===== config.mk =====
export PLATFORM = sky130hd
export DESIGN_NAME = dfp_rx_flat
export DESIGN_NICKNAME = d
export VERILOG_FILES = /design/src/rtl/dfp_rx_if.sv /design/src/rtl/dfp_rx.sv /design/src/flat_wrapper.sv
export SDC_FILE = /design/constraint.sdc
export NUM_CORES = 1
export LEC_CHECK = 0
export CAP_MARGIN = 20
export CELL_PAD_IN_SITES_DETAIL_PLACEMENT = 0
export CELL_PAD_IN_SITES_GLOBAL_PLACEMENT = 1
export CORE_UTILIZATION = 45
export DETAILED_ROUTE_END_ITERATION = 8
export GPL_ROUTABILITY_DRIVEN = 0
export PLACE_DENSITY_LB_ADDON = 0.1
export SKIP_CTS_REPAIR_TIMING = 1
export SYNTH_ARGS = -nofsm -noshare
export SYNTH_HDL_FRONTEND = slang
export SYNTH_SLANG_ARGS = --single-unit

===== constraint.sdc =====
create_clock -name clk -period 3.5 [get_ports clk]
set_input_delay 0.7 -clock clk [delete_from_list [all_inputs] [get_ports clk]]
set_output_delay 0.7 -clock clk [all_outputs]
set_load 0.005 [all_outputs]

===== src/rtl/dfp_rx_if.sv =====
// Result bus of the DFPlayer response receiver.
// It carries the serial line in and the decoded frame and status out.
// master: the receiver. slave: the consumer, which also owns the serial line.
interface dfp_rx_if;
  logic        uart_rxd;
  logic        rx_valid;
  logic [7:0]  rx_cmd;
  logic [15:0] rx_param;
  logic        play_done;
  logic        err_cksum;
  logic        err_frame;
  logic        busy;

  modport master (
    input  uart_rxd,
    output rx_valid, rx_cmd, rx_param, play_done, err_cksum, err_frame, busy
  );

  modport slave (
    output uart_rxd,
    input  rx_valid, rx_cmd, rx_param, play_done, err_cksum, err_frame, busy
  );
endinterface


===== src/rtl/dfp_rx.sv =====
// DFPlayer-Mini response receiver.
// An 8N1 UART deserialiser feeds a frame parser for 7E FF 06 CMD FBK P1 P2 CKH CKL EF.
// Good frames update rx_cmd/rx_param and pulse rx_valid. Track-finished commands
// (0x3C/0x3D) also pulse play_done. Bad frames pulse err_cksum or err_frame.
module dfp_rx #(
  parameter int CLK_FREQ     = 100_000_000,
  parameter int BAUD         = 9600,
  parameter int CLKS_PER_BIT = CLK_FREQ / BAUD,
  parameter int TIMEOUT_BITS = 40
) (
  input  logic     clk,
  input  logic     reset,
  dfp_rx_if.master bus
);

  localparam int                CNT_W          = $clog2(CLKS_PER_BIT + 1);
  localparam logic [CNT_W-1:0]  BIT_LAST       = CNT_W'(CLKS_PER_BIT - 1);
  localparam logic [CNT_W-1:0]  HALF_LAST      = CNT_W'(CLKS_PER_BIT / 2 - 1);
  localparam int                TIMEOUT_CYCLES = TIMEOUT_BITS * CLKS_PER_BIT;
  localparam int                GAP_W          = $clog2(TIMEOUT_CYCLES + 1);
  localparam logic [GAP_W-1:0]  GAP_LAST       = GAP_W'(TIMEOUT_CYCLES - 1);

  typedef enum logic [1:0] {B_IDLE, B_START, B_DATA, B_STOP} bit_state_t;

  typedef enum logic [3:0] {
    P_IDLE, P_VER, P_LEN, P_CMD, P_FBK, P_P1, P_P2, P_CKH, P_CKL, P_END
  } frame_state_t;

  // ---------------------------------------------------------------------------
  // Input synchroniser: [0],[1] form the two-flop synchroniser, [2] is history.
  // ---------------------------------------------------------------------------
  logic [2:0] sync_q;
  logic       rxd;
  logic       rxd_fall;

  assign rxd      = sync_q[1];
  assign rxd_fall = sync_q[2] & ~sync_q[1];

  // Shift the asynchronous line into the clock domain.
  always_ff @(posedge clk) begin
    // NOTE: the synchroniser resets to 1s (line idle) so that leaving reset never looks like a start-bit edge.
    if (!reset) begin
      sync_q <= 3'b111;
    end else begin
      sync_q <= {sync_q[1:0], bus.uart_rxd};
    end
  end

  // ---------------------------------------------------------------------------
  // Bit FSM: start-bit validation, 8 data bits LSB first, stop-bit check.
  // ---------------------------------------------------------------------------
  bit_state_t       b_state;
  logic [CNT_W-1:0] clk_cnt;
  logic [2:0]       bit_idx;
  logic [7:0]       shift;
  logic             bit_tick;
  logic             byte_done;
  logic             stop_err;

  assign bit_tick  = (clk_cnt == BIT_LAST);
  // NOTE: byte_done and stop_err decode the stop sample combinationally.
  // The frame FSM therefore acts in that same cycle, and its registered
  // outputs appear exactly one clock after the stop sample.
  assign byte_done = (b_state == B_STOP) && bit_tick && rxd;
  assign stop_err  = (b_state == B_STOP) && bit_tick && !rxd;

  // Sample each bit at its centre.
  // B_IDLE is re-entered on the stop sample so a following start bit is caught.
  always_ff @(posedge clk) begin
    // NOTE: all state here updates with <= so every register sees the pre-edge values, as the hardware does.
    if (!reset) begin
      b_state <= B_IDLE;
      clk_cnt <= '0;
      bit_idx <= '0;
      shift   <= '0;
    end else begin
      case (b_state)
        B_IDLE: begin
          clk_cnt <= '0;
          if (rxd_fall) b_state <= B_START;
        end
        B_START: begin
          if (clk_cnt == HALF_LAST) begin
            clk_cnt <= '0;
            bit_idx <= '0;
            b_state <= rxd ? B_IDLE : B_DATA;
          end else begin
            clk_cnt <= clk_cnt + 1'b1;
          end
        end
        B_DATA: begin
          if (bit_tick) begin
            clk_cnt <= '0;
            shift   <= {rxd, shift[7:1]};
            bit_idx <= bit_idx + 1'b1;
            if (bit_idx == 3'd7) b_state <= B_STOP;
          end else begin
            clk_cnt <= clk_cnt + 1'b1;
          end
        end
        B_STOP: begin
          if (bit_tick) begin
            clk_cnt <= '0;
            b_state <= B_IDLE;
          end else begin
            clk_cnt <= clk_cnt + 1'b1;
          end
        end
        default: b_state <= B_IDLE;
      endcase
    end
  end

  // ---------------------------------------------------------------------------
  // Frame FSM: header/tail checks, field capture, running checksum, timeout.
  // ---------------------------------------------------------------------------
  frame_state_t     p_state;
  logic [15:0]      sum;
  logic [7:0]       cmd_q;
  logic [7:0]       p1_q;
  logic [7:0]       p2_q;
  logic [7:0]       ckh_q;
  logic [7:0]       ckl_q;
  logic [GAP_W-1:0] gap_cnt;
  logic [15:0]      cksum_total;
  logic             resync;

  logic             rx_valid_q;
  logic             play_done_q;
  logic             err_cksum_q;
  logic             err_frame_q;
  logic [7:0]       rx_cmd_q;
  logic [15:0]      rx_param_q;

  // The frame is good when the byte sum plus the checksum field wraps to zero.
  assign cksum_total = sum + {ckh_q, ckl_q};
  // A bad header or tail byte that is itself 0x7E may start the next frame.
  assign resync      = (shift == 8'h7E);

  // Advance once per received byte. All status outputs are one-cycle registered pulses.
  always_ff @(posedge clk) begin
    if (!reset) begin
      p_state     <= P_IDLE;
      sum         <= '0;
      cmd_q       <= '0;
      p1_q        <= '0;
      p2_q        <= '0;
      ckh_q       <= '0;
      ckl_q       <= '0;
      gap_cnt     <= '0;
      rx_valid_q  <= 1'b0;
      play_done_q <= 1'b0;
      err_cksum_q <= 1'b0;
      err_frame_q <= 1'b0;
      rx_cmd_q    <= '0;
      rx_param_q  <= '0;
    end else begin
      rx_valid_q  <= 1'b0;
      play_done_q <= 1'b0;
      err_cksum_q <= 1'b0;
      err_frame_q <= 1'b0;

      if (byte_done || p_state == P_IDLE) begin
        gap_cnt <= '0;
      end else begin
        gap_cnt <= gap_cnt + 1'b1;
      end

      if (stop_err) begin
        err_frame_q <= 1'b1;
        p_state     <= P_IDLE;
      end else if (byte_done) begin
        case (p_state)
          P_IDLE: if (shift == 8'h7E) p_state <= P_VER;
          P_VER: begin
            if (shift == 8'hFF) begin
              sum     <= 16'h00FF;
              p_state <= P_LEN;
            end else begin
              err_frame_q <= 1'b1;
              p_state     <= resync ? P_VER : P_IDLE;
            end
          end
          P_LEN: begin
            if (shift == 8'h06) begin
              sum     <= sum + {8'h00, shift};
              p_state <= P_CMD;
            end else begin
              err_frame_q <= 1'b1;
              p_state     <= resync ? P_VER : P_IDLE;
            end
          end
          P_CMD: begin
            cmd_q   <= shift;
            sum     <= sum + {8'h00, shift};
            p_state <= P_FBK;
          end
          P_FBK: begin
            sum     <= sum + {8'h00, shift};
            p_state <= P_P1;
          end
          P_P1: begin
            p1_q    <= shift;
            sum     <= sum + {8'h00, shift};
            p_state <= P_P2;
          end
          P_P2: begin
            p2_q    <= shift;
            sum     <= sum + {8'h00, shift};
            p_state <= P_CKH;
          end
          P_CKH: begin
            ckh_q   <= shift;
            p_state <= P_CKL;
          end
          P_CKL: begin
            ckl_q   <= shift;
            p_state <= P_END;
          end
          P_END: begin
            if (shift == 8'hEF) begin
              if (cksum_total == 16'h0000) begin
                rx_valid_q  <= 1'b1;
                play_done_q <= (cmd_q == 8'h3D) || (cmd_q == 8'h3C);
                rx_cmd_q    <= cmd_q;
                rx_param_q  <= {p1_q, p2_q};
              end else begin
                err_cksum_q <= 1'b1;
              end
              p_state <= P_IDLE;
            end else begin
              err_frame_q <= 1'b1;
              p_state     <= resync ? P_VER : P_IDLE;
            end
          end
          default: p_state <= P_IDLE;
        endcase
      end else if (p_state != P_IDLE && gap_cnt == GAP_LAST) begin
        err_frame_q <= 1'b1;
        p_state     <= P_IDLE;
      end
    end
  end

  assign bus.rx_valid  = rx_valid_q;
  assign bus.play_done = play_done_q;
  assign bus.err_cksum = err_cksum_q;
  assign bus.err_frame = err_frame_q;
  assign bus.rx_cmd    = rx_cmd_q;
  assign bus.rx_param  = rx_param_q;
  assign bus.busy      = (p_state != P_IDLE);

endmodule

===== src/flat_wrapper.sv =====
// flat-port wrapper written by rule: the top's interface ports become plain ports
module dfp_rx_flat 
#(
  parameter int CLK_FREQ     = 100_000_000,
  parameter int BAUD         = 9600,
  parameter int CLKS_PER_BIT = CLK_FREQ / BAUD,
  parameter int TIMEOUT_BITS = 40
)
  (clk, reset, bus_uart_rxd, bus_rx_valid, bus_rx_cmd, bus_rx_param, bus_play_done, bus_err_cksum, bus_err_frame, bus_busy);
  dfp_rx_if bus_i ();
  input  logic clk;
  input  logic reset;
  input wire logic [$bits(bus_i.uart_rxd)-1:0] bus_uart_rxd;
  output wire logic [$bits(bus_i.rx_valid)-1:0] bus_rx_valid;
  output wire logic [$bits(bus_i.rx_cmd)-1:0] bus_rx_cmd;
  output wire logic [$bits(bus_i.rx_param)-1:0] bus_rx_param;
  output wire logic [$bits(bus_i.play_done)-1:0] bus_play_done;
  output wire logic [$bits(bus_i.err_cksum)-1:0] bus_err_cksum;
  output wire logic [$bits(bus_i.err_frame)-1:0] bus_err_frame;
  output wire logic [$bits(bus_i.busy)-1:0] bus_busy;
  assign bus_i.uart_rxd = bus_uart_rxd;
  assign bus_rx_valid = bus_i.rx_valid;
  assign bus_rx_cmd = bus_i.rx_cmd;
  assign bus_rx_param = bus_i.rx_param;
  assign bus_play_done = bus_i.play_done;
  assign bus_err_cksum = bus_i.err_cksum;
  assign bus_err_frame = bus_i.err_frame;
  assign bus_busy = bus_i.busy;
  dfp_rx #(.CLK_FREQ(CLK_FREQ), .BAUD(BAUD), .CLKS_PER_BIT(CLKS_PER_BIT), .TIMEOUT_BITS(TIMEOUT_BITS)) u_core (.clk(clk), .reset(reset), .bus(bus_i));
endmodule

==> qor.txt <==
setup TNS - 0 ns
Mapped Cells - 853
Crit. End Element - register
Net Switching - 0.000705 W
largest net degree at the start of global routing - 53
Switching Share - 0.219
CP arrival - 3.51 ns
commonest non-fill, non-tap cells in the layout - 137 x dfxtp_1, 128 x nand2_1, 103 x a21oi_1
post-synth top area share - 0.396
via count - 6220
total power draw - 0.00322 W
Hold Vio Cnt, Final - 0
Cell Chain, Critical Path - ha_1 -> fa_1 -> a211oi_1 -> o21ai_1 -> nand4b_1 -> nand4_1 -> nor4_1 -> o2111ai_2 -> buf_4 -> o31ai_1 -> a21oi_1
CP max-delay cell - fa_1
vias per cell - 5.83
Yosys top cell by area - dfxtp_1
chip height - 126 um
synthesis-stage register bit count - 137
Combinational Power Share - 0.020
Req. time, crit path - 3.77 ns
main area contributors after synthesis - dfxtp_1 40%, a21oi_1 7.4%, nand2_1 6.9%
DR DRC count - 0
# rows - 44
Lkg Pwr - 2.84 nW
die area - 0.0159 mm2
syn nets - 889
Antenna Nets Post-Route - 0
CTS tree - yes
clk_lat worst skew - 0.42 ns
wire per inst - 16.2 um
CP Launch Type - register
total grt overflow - 0
Least-Margin Pin Slew - 0.701 ns
min cycle time layout - 3.24 ns
max_slew headroom - 0.531
run status - complete, no violations
Worst Skew - 0.0105 ns
number of CTS-inserted buffers - 17
synthesis-to-layout area growth - 15.0%
HPWL Detailed - 11900 um
Initial Util - 0.469
syn_area_per_cell - 8.12 um2
asr flop ratio synth - 0
H-tree lvl count - 4
unrepaired setup endpoints after global routing - false
origin of the worst min-delay path - u_core.sync_q[0]
Final #Nets - 909
Clock Pin Slew Worst Setup and Hold Paths - 0.05 ns
core area - 0.0148 mm2
share of cells above drive strength 1 - 0.0691
DRT iter0 DRCs - 442
worst r2r src - u_core.sum[0]
number of setup violations in the final report - 0
Final Cycle Share - 0.926
Total Routing Usage GR - 0.228
TritonCTS Sinks - 137
Antenna Cells - 0
Crit Path Class - reg2reg
mapped cell area - 0.00692 mm2
clk buf depth - 2
ys flop type - dfxtp_1
Pre-antenna DRT Iters - 5
count of different cell masters after synthesis - 69
Peak Freq - 309 MHz
clock power share - 0.491
Max stage delay on crit path - 0.45 ns
total wire length - 17300 um
PD cells - 404 mW/mm2
Pint - 0.00251 W
Die X - 126 um
Ys Warns - 0
Critical path origin - u_core.sum[0]
critical path fanouts, max - 22
initial antenna violation count - 0
Max IR drop VDD - 324 uV
sequential share of power - 0.488
Hold Crit Class - reg2reg
sequential cell area fraction in the yosys report - 0.396
EDFF count, synth - 0
count of pins over their slew limit - 0
max_cap viols - 0
commonest non-fill, non-tap cell in the layout - dfxtp_1
vias in the first global route - 5977
Root Driver - clkbuf_16
# IOs - 32
first-pass GRT wire length - 29200 um
# port buffers - 31
-- power groups by stage --
stage                     Clock (W)  Sequential (W)  Combinational [W]
final                       0.00158         0.00157          0.0000657
after global routing        0.00168         0.00157          0.0000742
after CTS                   0.00162         0.00157          0.0000660
after detailed placement          0         0.00160          0.0000660
after global placement            0         0.00160          0.0000638
after floorplan                   0         0.00160          0.0000458
-- layer usage --
layer	vias up	wire (um)	part of all wire	track usage
li1	3076	-	-	-
met1	2983	8070	0.47	0.293
met2	132	8110	0.47	0.372
met3	29	725	0.042	0.0467
met4	0	392	0.023	0.0985
met5	-	0	0	0
-- per-stage QoR --
stage,util,hold slack [ns],std cells,cell area [um2],setup WS (ns)
finish,0.540,0.410,1067,7960,0.259
global placement,0.504,0.395,1038,7440,0.413
detailed placement,0.504,0.396,1038,7440,0.312
CTS,0.539,0.415,1067,7950,0.193
global route,0.540,0.429,1067,7960,0.0610
floorplan,-,0.386,853,6920,0.671
-- state kept, by name (all words and copies together), names as in the netlist, 3 cells and up, named ones only --
register / count
u_core.ckh_q: 8
u_core.gap_cnt: 19
u_core.clk_cnt: 14
u_core.cmd_q: 8
u_core.ckl_q: 8
u_core.bus.rx_param: 16
u_core.p1_q: 8
u_core.sum: 16
u_core.p2_q: 8
u_core.bus.rx_cmd: 8
u_core.p_state: 4
u_core.bit_idx: 3
u_core.sync_q: 3
u_core.shift: 8
-- worst max-delay path, delay by kind of cell, from the launching register on --
family	cells	cell delay, ns
AO/OA/AOI/OAI	5	1.14
adder cells (fa/ha/maj)	2	0.66
flip-flops	1	0.33
AND/OR/NAND/NOR	3	0.67
buffers and inverters	1	0.28
-- kinds of logic (layout without fill, tap and decap cells) --
logic type | after synthesis | in the layout | synth area share
compound gates | 203 | 203 | 0.181
xor+xnor | 42 | 42 | 0.0531
fa+ha+maj | 33 | 33 | 0.0618
buf+inv | 72 | 102 | 0.0410
flops | 137 | 137 | 0.396
mux | 8 | 8 | 0.0116
simple gates | 358 | 358 | 0.256
-- final timing paths --
kind,to,slack (ns),cells past startpoint
min,u_core.sync_q[1],0.41,1
max reg2reg,u_core.bus.rx_param[7],0.26,11
min reg2reg,u_core.sync_q[1],0.41,1
max,u_core.bus.rx_param[7],0.26,11
-- area by class of cell --
| type | instances | area (um2) |
|---|---|---|
| sequential | 137 | 2740 |
| clock buffer | 21 | 460 |
| multi-input combinational | 644 | 3930 |
| clock inverter | 8 | 51.3 |
| timing repair buffer | 49 | 458 |
| inverter | 24 | 90.1 |
| tap | 184 | 230 |
| fill | 1374 | 6790 |
-- cell usage after synthesis, types with 15 or more instances --
cell      number
and3_1        15
o21ai_0       24
nand3_1       21
nand4_1       38
or3_1         16
ha_1          31
inv_1         23
dfxtp_1      137
nand2_1      128
nor2_1        80
clkbuf_1      38
a21oi_1      103
xor2_1        28
o31ai_1       26
No activity file was read; power rests on OpenSTA's default activity.
==> RTL change 1: new RTL, config.mk and constraints unchanged <==
`TIMEOUT_BITS` is set to 40 in 2 places; all go to 20.
--- a/src/rtl/dfp_rx.sv
+++ b/src/rtl/dfp_rx.sv
@@ -6,7 +6,7 @@
   parameter int CLK_FREQ     = 100_000_000,
   parameter int BAUD         = 9600,
   parameter int CLKS_PER_BIT = CLK_FREQ / BAUD,
-  parameter int TIMEOUT_BITS = 40
+  parameter int TIMEOUT_BITS = 20
 ) (
   input  logic     clk,
   input  logic     reset,
--- a/src/flat_wrapper.sv
+++ b/src/flat_wrapper.sv
@@ -4,7 +4,7 @@
   parameter int CLK_FREQ     = 100_000_000,
   parameter int BAUD         = 9600,
   parameter int CLKS_PER_BIT = CLK_FREQ / BAUD,
-  parameter int TIMEOUT_BITS = 40
+  parameter int TIMEOUT_BITS = 20
 )
   (clk, reset, bus_uart_rxd, bus_rx_valid, bus_rx_cmd, bus_rx_param, bus_play_done, bus_err_cksum, bus_err_frame, bus_busy);
   dfp_rx_if bus_i ();
Check against the original RTL: same outputs for any inputs over 10 cycles, from zero or initial values and one cycle with reset low; that may be too few to reach the edited logic, so the function may still have changed.
==> RTL change 1 against the unedited design <==
  * Combinational power is 6.1% lower
  * Critical endpoint is now u_core.bus.rx_param[12]$_SDFFE_PN0P_
  * Global-route usage is 0.36 points higher
  * Synthesized cell count fell by 2.8%
  * Critical path depth unchanged
  * Area after synthesis shrank 3.6%
  * Sequential cell count is 1 lower
  * Total power is 5.4% higher
  * Design area is 1.2% lower
  * Final cell count is 0.66% lower
  * Setup slack got worse by 0.13 ns
  * Routed wire length rose by 1.2%
  * Hold slack gained 0.0045 ns
==> RTL change 1: results (changes against the unedited design) <==
- The flow ran to the end, and the final reports show no timing, DRC or antenna violations.
- The arrival time of the worst setup path came to 3.67 ns (+0.16 ns).
- The final-layout fill cell count is 1,356 (-1.3%).
- The number of warnings issued by yosys is 0 (unchanged).
- The aggregate global-route resource usage is 23.2% (+0.36 points).
- The number of library cell types mapped by synthesis was 60 (-13%).
- The number of buffers created by CTS is 17 (unchanged).
- The number of global-route vias before repair is 5,526 (-7.5%).
- The static power due to leakage was 2.78 nW (-2.0%).
- The worst clock skew is 0.0109 ns (+0.000367 ns).
- The routed wire length on met2 is 7870 um (-2.9%).
- The flip-flop count of the largest register after layout was 18 (-1).
- The met3 usage is 5.86% (+1.2 points).
- The detailed placer's ending HPWL is 11,500 um (-3.1%).
- The routed length on met1 is 8570 um (+6.2%).
- The fraction of the mapped netlist area in compound gates is 16.6% (-1.4 points).
- The highest ir drop seen on vdd is 0.000331 V (+2.2%).
- The fraction of final layout cells with drive strength greater than 1 is 8.90% (+2.0 points).
- The met1 usage is 30.9% (+1.6 points).
- The endpoint of the lowest-slack register-to-register path is u_core.bus.rx_param[12]$_SDFFE_PN0P_.
- The critical-path maximum fanout is 6 (-73%).
- The global-route met2 utilization was 36.5% (-0.69 points).
- The pre-CTS setup slack is 0.00530 ns (-0.307 ns).
- The detailed route wirelength on metal3 is 863 um (+19%).
- The total wire length after detailed routing is 17,500 um (+1.2%).
- The sequential cell area fraction in the yosys report is 40.8% (+1.2 points).
- The share of the synthesized netlist area taken by xor and xnor gates is 6.04% (+0.72 points).
- The worst slew margin relative to its limit is 44.3% (-8.8 points).
- The later pin in the worst-skew pair is clocked with a latency of about 0.43 ns.
- The worst reg-to-reg setup slack is 0.12 ns (-0.13 ns).
- The violation count after the first detailed-route iteration is 477 (+7.9%).
- By count the netlist is led by sky130_fd_sc_hd__dfxtp_1 (136), sky130_fd_sc_hd__nand2_1 (132), sky130_fd_sc_hd__a21oi_1 (105).
- The net count reported at finish came to 899 (-1.1%).
- The adder-cell share of the synthesized area was 6.41% (+0.23 points).
- The net switching power figure is 0.810 mW (+15%).
- Sorting the synthesized cells by area gives the leading types as sky130_fd_sc_hd__dfxtp_1 (41%), sky130_fd_sc_hd__a21oi_1 (7.9%), sky130_fd_sc_hd__nand2_1 (7.4%).
- The global-route wire length before repair is 27,300 um (-6.4%).
- The count of vias placed by the detailed router came to 5,967 (-4.1%).
- The maximum number of pins on one net before global-route repair is 38 (-28%).
- The hold slack came to 0.414 ns (+0.00454 ns).
==> RTL change 1: cell families after synthesis <==
group,after synthesis
buffers and inverters,59
AND/OR/NAND/NOR,359
flip-flops,136
XOR/XNOR,46
multiplexers,1
adder cells (fa/ha/maj),33
AO/OA/AOI/OAI,195
==> RTL change 1: worst max-delay path by stage <==
| stage | end | slack [ns] | cells after the start | from |
|---|---|---|---|---|
| floorplan | u_core.bus.rx_cmd[0]$_SDFFE_PN0P_ | 0.25 | 11 | u_core.sum[0]$_SDFFE_PN0P_ |
| global placement | u_core.bus.rx_param[14]$_SDFFE_PN0P_ | 0.07 | 10 | u_core.sum[0]$_SDFFE_PN0P_ |
| detailed placement | u_core.bus.rx_param[14]$_SDFFE_PN0P_ | 0.005 | 10 | u_core.sum[0]$_SDFFE_PN0P_ |
| CTS | u_core.bus.rx_param[15]$_SDFFE_PN0P_ | -0.02 | 10 | u_core.sum[0]$_SDFFE_PN0P_ |
| global route | u_core.bus.rx_param[13]$_SDFFE_PN0P_ | -0.03 | 14 | u_core.sum[0]$_SDFFE_PN0P_ |
| finish | u_core.bus.rx_param[12]$_SDFFE_PN0P_ | 0.12 | 11 | u_core.sum[0]$_SDFFE_PN0P_ |
==> RTL change 1: final cells by class <==
cell class | instances | area (um2) | area share [%]
tap | 184 | 230 | 2.93
clock inverter | 15 | 158 | 2.00
timing repair buffer | 56 | 528 | 6.71
inverter | 16 | 60.1 | 0.764
sequential | 136 | 2720 | 34.6
multi-input combinational | 636 | 3740 | 47.6
clock buffer | 17 | 425 | 5.41
==> RTL change 1: stage by stage <==
step / instances / instance area (um2)
finish: 1060 / 7860
CTS: 1055 / 7780
global route: 1060 / 7860
detailed placement: 1023 / 7200
global placement: 1023 / 7200
floorplan: 829 / 6680
==> RTL change 1: worst max-delay path, stage by stage (launching register included) <==
cell	delay, ns
sky130_fd_sc_hd__dfxtp_1	0.33
sky130_fd_sc_hd__ha_1	0.22
sky130_fd_sc_hd__fa_2	0.36
sky130_fd_sc_hd__xnor2_1	0.16
sky130_fd_sc_hd__o21ai_0	0.09
sky130_fd_sc_hd__or4_1	0.47
sky130_fd_sc_hd__a2111o_1	0.44
sky130_fd_sc_hd__nor4_4	0.13
sky130_fd_sc_hd__buf_4	0.18
sky130_fd_sc_hd__or4b_4	0.56
sky130_fd_sc_hd__o21ai_0	0.21
sky130_fd_sc_hd__a21oi_1	0.10
==> RTL change 1: power groups by stage <==
stage | registers (mW) | clock network [mW] | logic (mW)
final | 1.56 | 1.77 | 0.0617
after global routing | 1.56 | 1.88 | 0.0702
after CTS | 1.56 | 1.81 | 0.0618
after detailed placement | 1.59 | 0 | 0.0619
after global placement | 1.59 | 0 | 0.0606
after floorplan | 1.59 | 0 | 0.0438
==> RTL change 2: new RTL, same settings <==
Without the edit above. Make the reset (`reset`) asynchronous in 3 clocked blocks. Comments in the files are not updated.
--- a/src/rtl/dfp_rx.sv
+++ b/src/rtl/dfp_rx.sv
@@ -37,7 +37,7 @@
   assign rxd_fall = sync_q[2] & ~sync_q[1];
 
   // Shift the asynchronous line into the clock domain.
-  always_ff @(posedge clk) begin
+  always_ff @(posedge clk or negedge reset) begin
     // NOTE: the synchroniser resets to 1s (line idle) so that leaving reset never looks like a start-bit edge.
     if (!reset) begin
       sync_q <= 3'b111;
@@ -66,7 +66,7 @@
 
   // Sample each bit at its centre.
   // B_IDLE is re-entered on the stop sample so a following start bit is caught.
-  always_ff @(posedge clk) begin
+  always_ff @(posedge clk or negedge reset) begin
     // NOTE: all state here updates with <= so every register sees the pre-edge values, as the hardware does.
     if (!reset) begin
       b_state <= B_IDLE;
@@ -138,7 +138,7 @@
   assign resync      = (shift == 8'h7E);
 
   // Advance once per received byte. All status outputs are one-cycle registered pulses.
-  always_ff @(posedge clk) begin
+  always_ff @(posedge clk or negedge reset) begin
     if (!reset) begin
       p_state     <= P_IDLE;
       sum         <= '0;
Behaviour: same outputs for any inputs over 10 cycles, from zero or initial values and one cycle with reset low; that may be too few to reach the edited logic, so the function may still have changed.
==> RTL change 2 against the unedited design <==
  * Setup slack worse by 0.048 ns
  * Die area is 6.2% higher
  * Routed wire length is 5.6% lower
  * Design area is 8.0% higher
  * Critical path depth stayed put
  * Sequential cell count stayed put
  * Area after synthesis is 6.3% higher
  * Critical endpoint is now u_core.bus.rx_param[3]$_DFFE_PN0P_
Power is not compared: it rests on default switching activity, and its combinational part moved more than twofold at a synthesized area within 25%.
==> RTL change 2: results (changes against the unedited design) <==
- The run finished with clean final reports.
- The synthesized instance count came to 677 (-21%).
- The pre-CTS setup slack is 0.0713 ns (-0.241 ns).
- In this run the worst setup path begins at u_core.sum[0]$_DFFE_PN0P_.
- The post-route minimum period came to 3.29 ns (+0.0481 ns).
- The fraction of final layout cells with drive strength greater than 1 came to 19.2% (+12 points).
- Ranked by instance count, the synthesized netlist is headed by sky130_fd_sc_hd__dfrtp_1 (134), sky130_fd_sc_hd__nor2_1 (61), sky130_fd_sc_hd__nand2_1 (56).
- The filler-free cell count of the finished design was 954 (-11%).
- The count of vias placed by the detailed router was 5,293 (-15%).
- The fraction of the mapped netlist area in compound gates is 12.3% (-5.8 points).
- The sequential cell area fraction in the yosys report is 46.6% (+7.0 points).
- The number of library cell types mapped by synthesis was 74 (+7.2%).
- The average wire per cell in the routed design was 17.1 um (+5.6%).
- The cell count of the worst reg-to-reg path was 11 (unchanged).
- The multiplexer share of the synthesized area was 12.4% (+11 points).
- The number of nets in the synthesized netlist is 713 (-20%).
- The share of the synthesized netlist area taken by xor and xnor gates is 4.88% (-0.44 points).
- The path class of the lowest-slack min-delay path is in -> async.
- The first-pass detailed-route iteration total came to 4 (-1).
- The aggregate global-route resource usage came to 21.2% (-1.6 points).
- The global-route wire length before repair was 27,400 um (-6.2%).
- The worst clock skew is 0.0122 ns (+0.00175 ns).
- The hold slack is 0.228 ns (-0.182 ns).
- The placed instance count was 920 (-11%).
- The endpoint of the lowest-slack register-to-register path is u_core.bus.rx_param[3]$_DFFE_PN0P_.
- The maximum number of pins on one net before global-route repair is 61 (+15%).
- The detailed placer's ending HPWL is 11,600 um (-2.9%).
- The worst reg-to-reg setup slack is 0.21 ns (-0.05 ns).
RTL change 2: cell count changes after synthesis, sizes merged, moves of 16 or more:
cell    unedited run  this run
nor2              80        64
a21oi            103        20
dfrtp              0       134
o31ai             26         2
dfxtp            137         0
clkbuf            38        13
nand4             38         9
mux2               0        72
nand2            128        56
RTL change 2: power by group:
part           internal [mW]  total, mW  switching (mW)  leakage [nW]
clock network          0.936       1.69           0.757         0.276
logic                 0.0802      0.238           0.158          1.74
registers               1.62       1.64          0.0273          1.90
RTL change 2: final cells by class:
class	count	area [um2]
Clock inverter	15	136
Sequential cell	137	3430
Fill cell	1425	7340
Multi-Input combinational cell	504	3790
Timing Repair Buffer	47	474
Clock buffer	17	425
Tap cell	216	270
Inverter	18	67.6
RTL change 2: worst reg2reg max path: stages, from the launching register on:
cell and delay [ns]:
sky130_fd_sc_hd__dfrtp_1 0.40, sky130_fd_sc_hd__ha_1 0.23, sky130_fd_sc_hd__fa_1 0.44, sky130_fd_sc_hd__a21oi_1 0.22, sky130_fd_sc_hd__o221ai_2 0.20, sky130_fd_sc_hd__a31o_1 0.29, sky130_fd_sc_hd__o41ai_2 0.33, sky130_fd_sc_hd__o2111ai_2 0.22
sky130_fd_sc_hd__nor4_4 0.16, sky130_fd_sc_hd__buf_4 0.18, sky130_fd_sc_hd__buf_12 0.16, sky130_fd_sc_hd__mux2_2 0.35
RTL change 2: routing by layer:
metal | track usage [%] | wire length (um)
met5 | 0 | 0
met3 | 4.59 | 465
met2 | 35.3 | 7990
met1 | 27.9 | 7650
met4 | 6.16 | 214
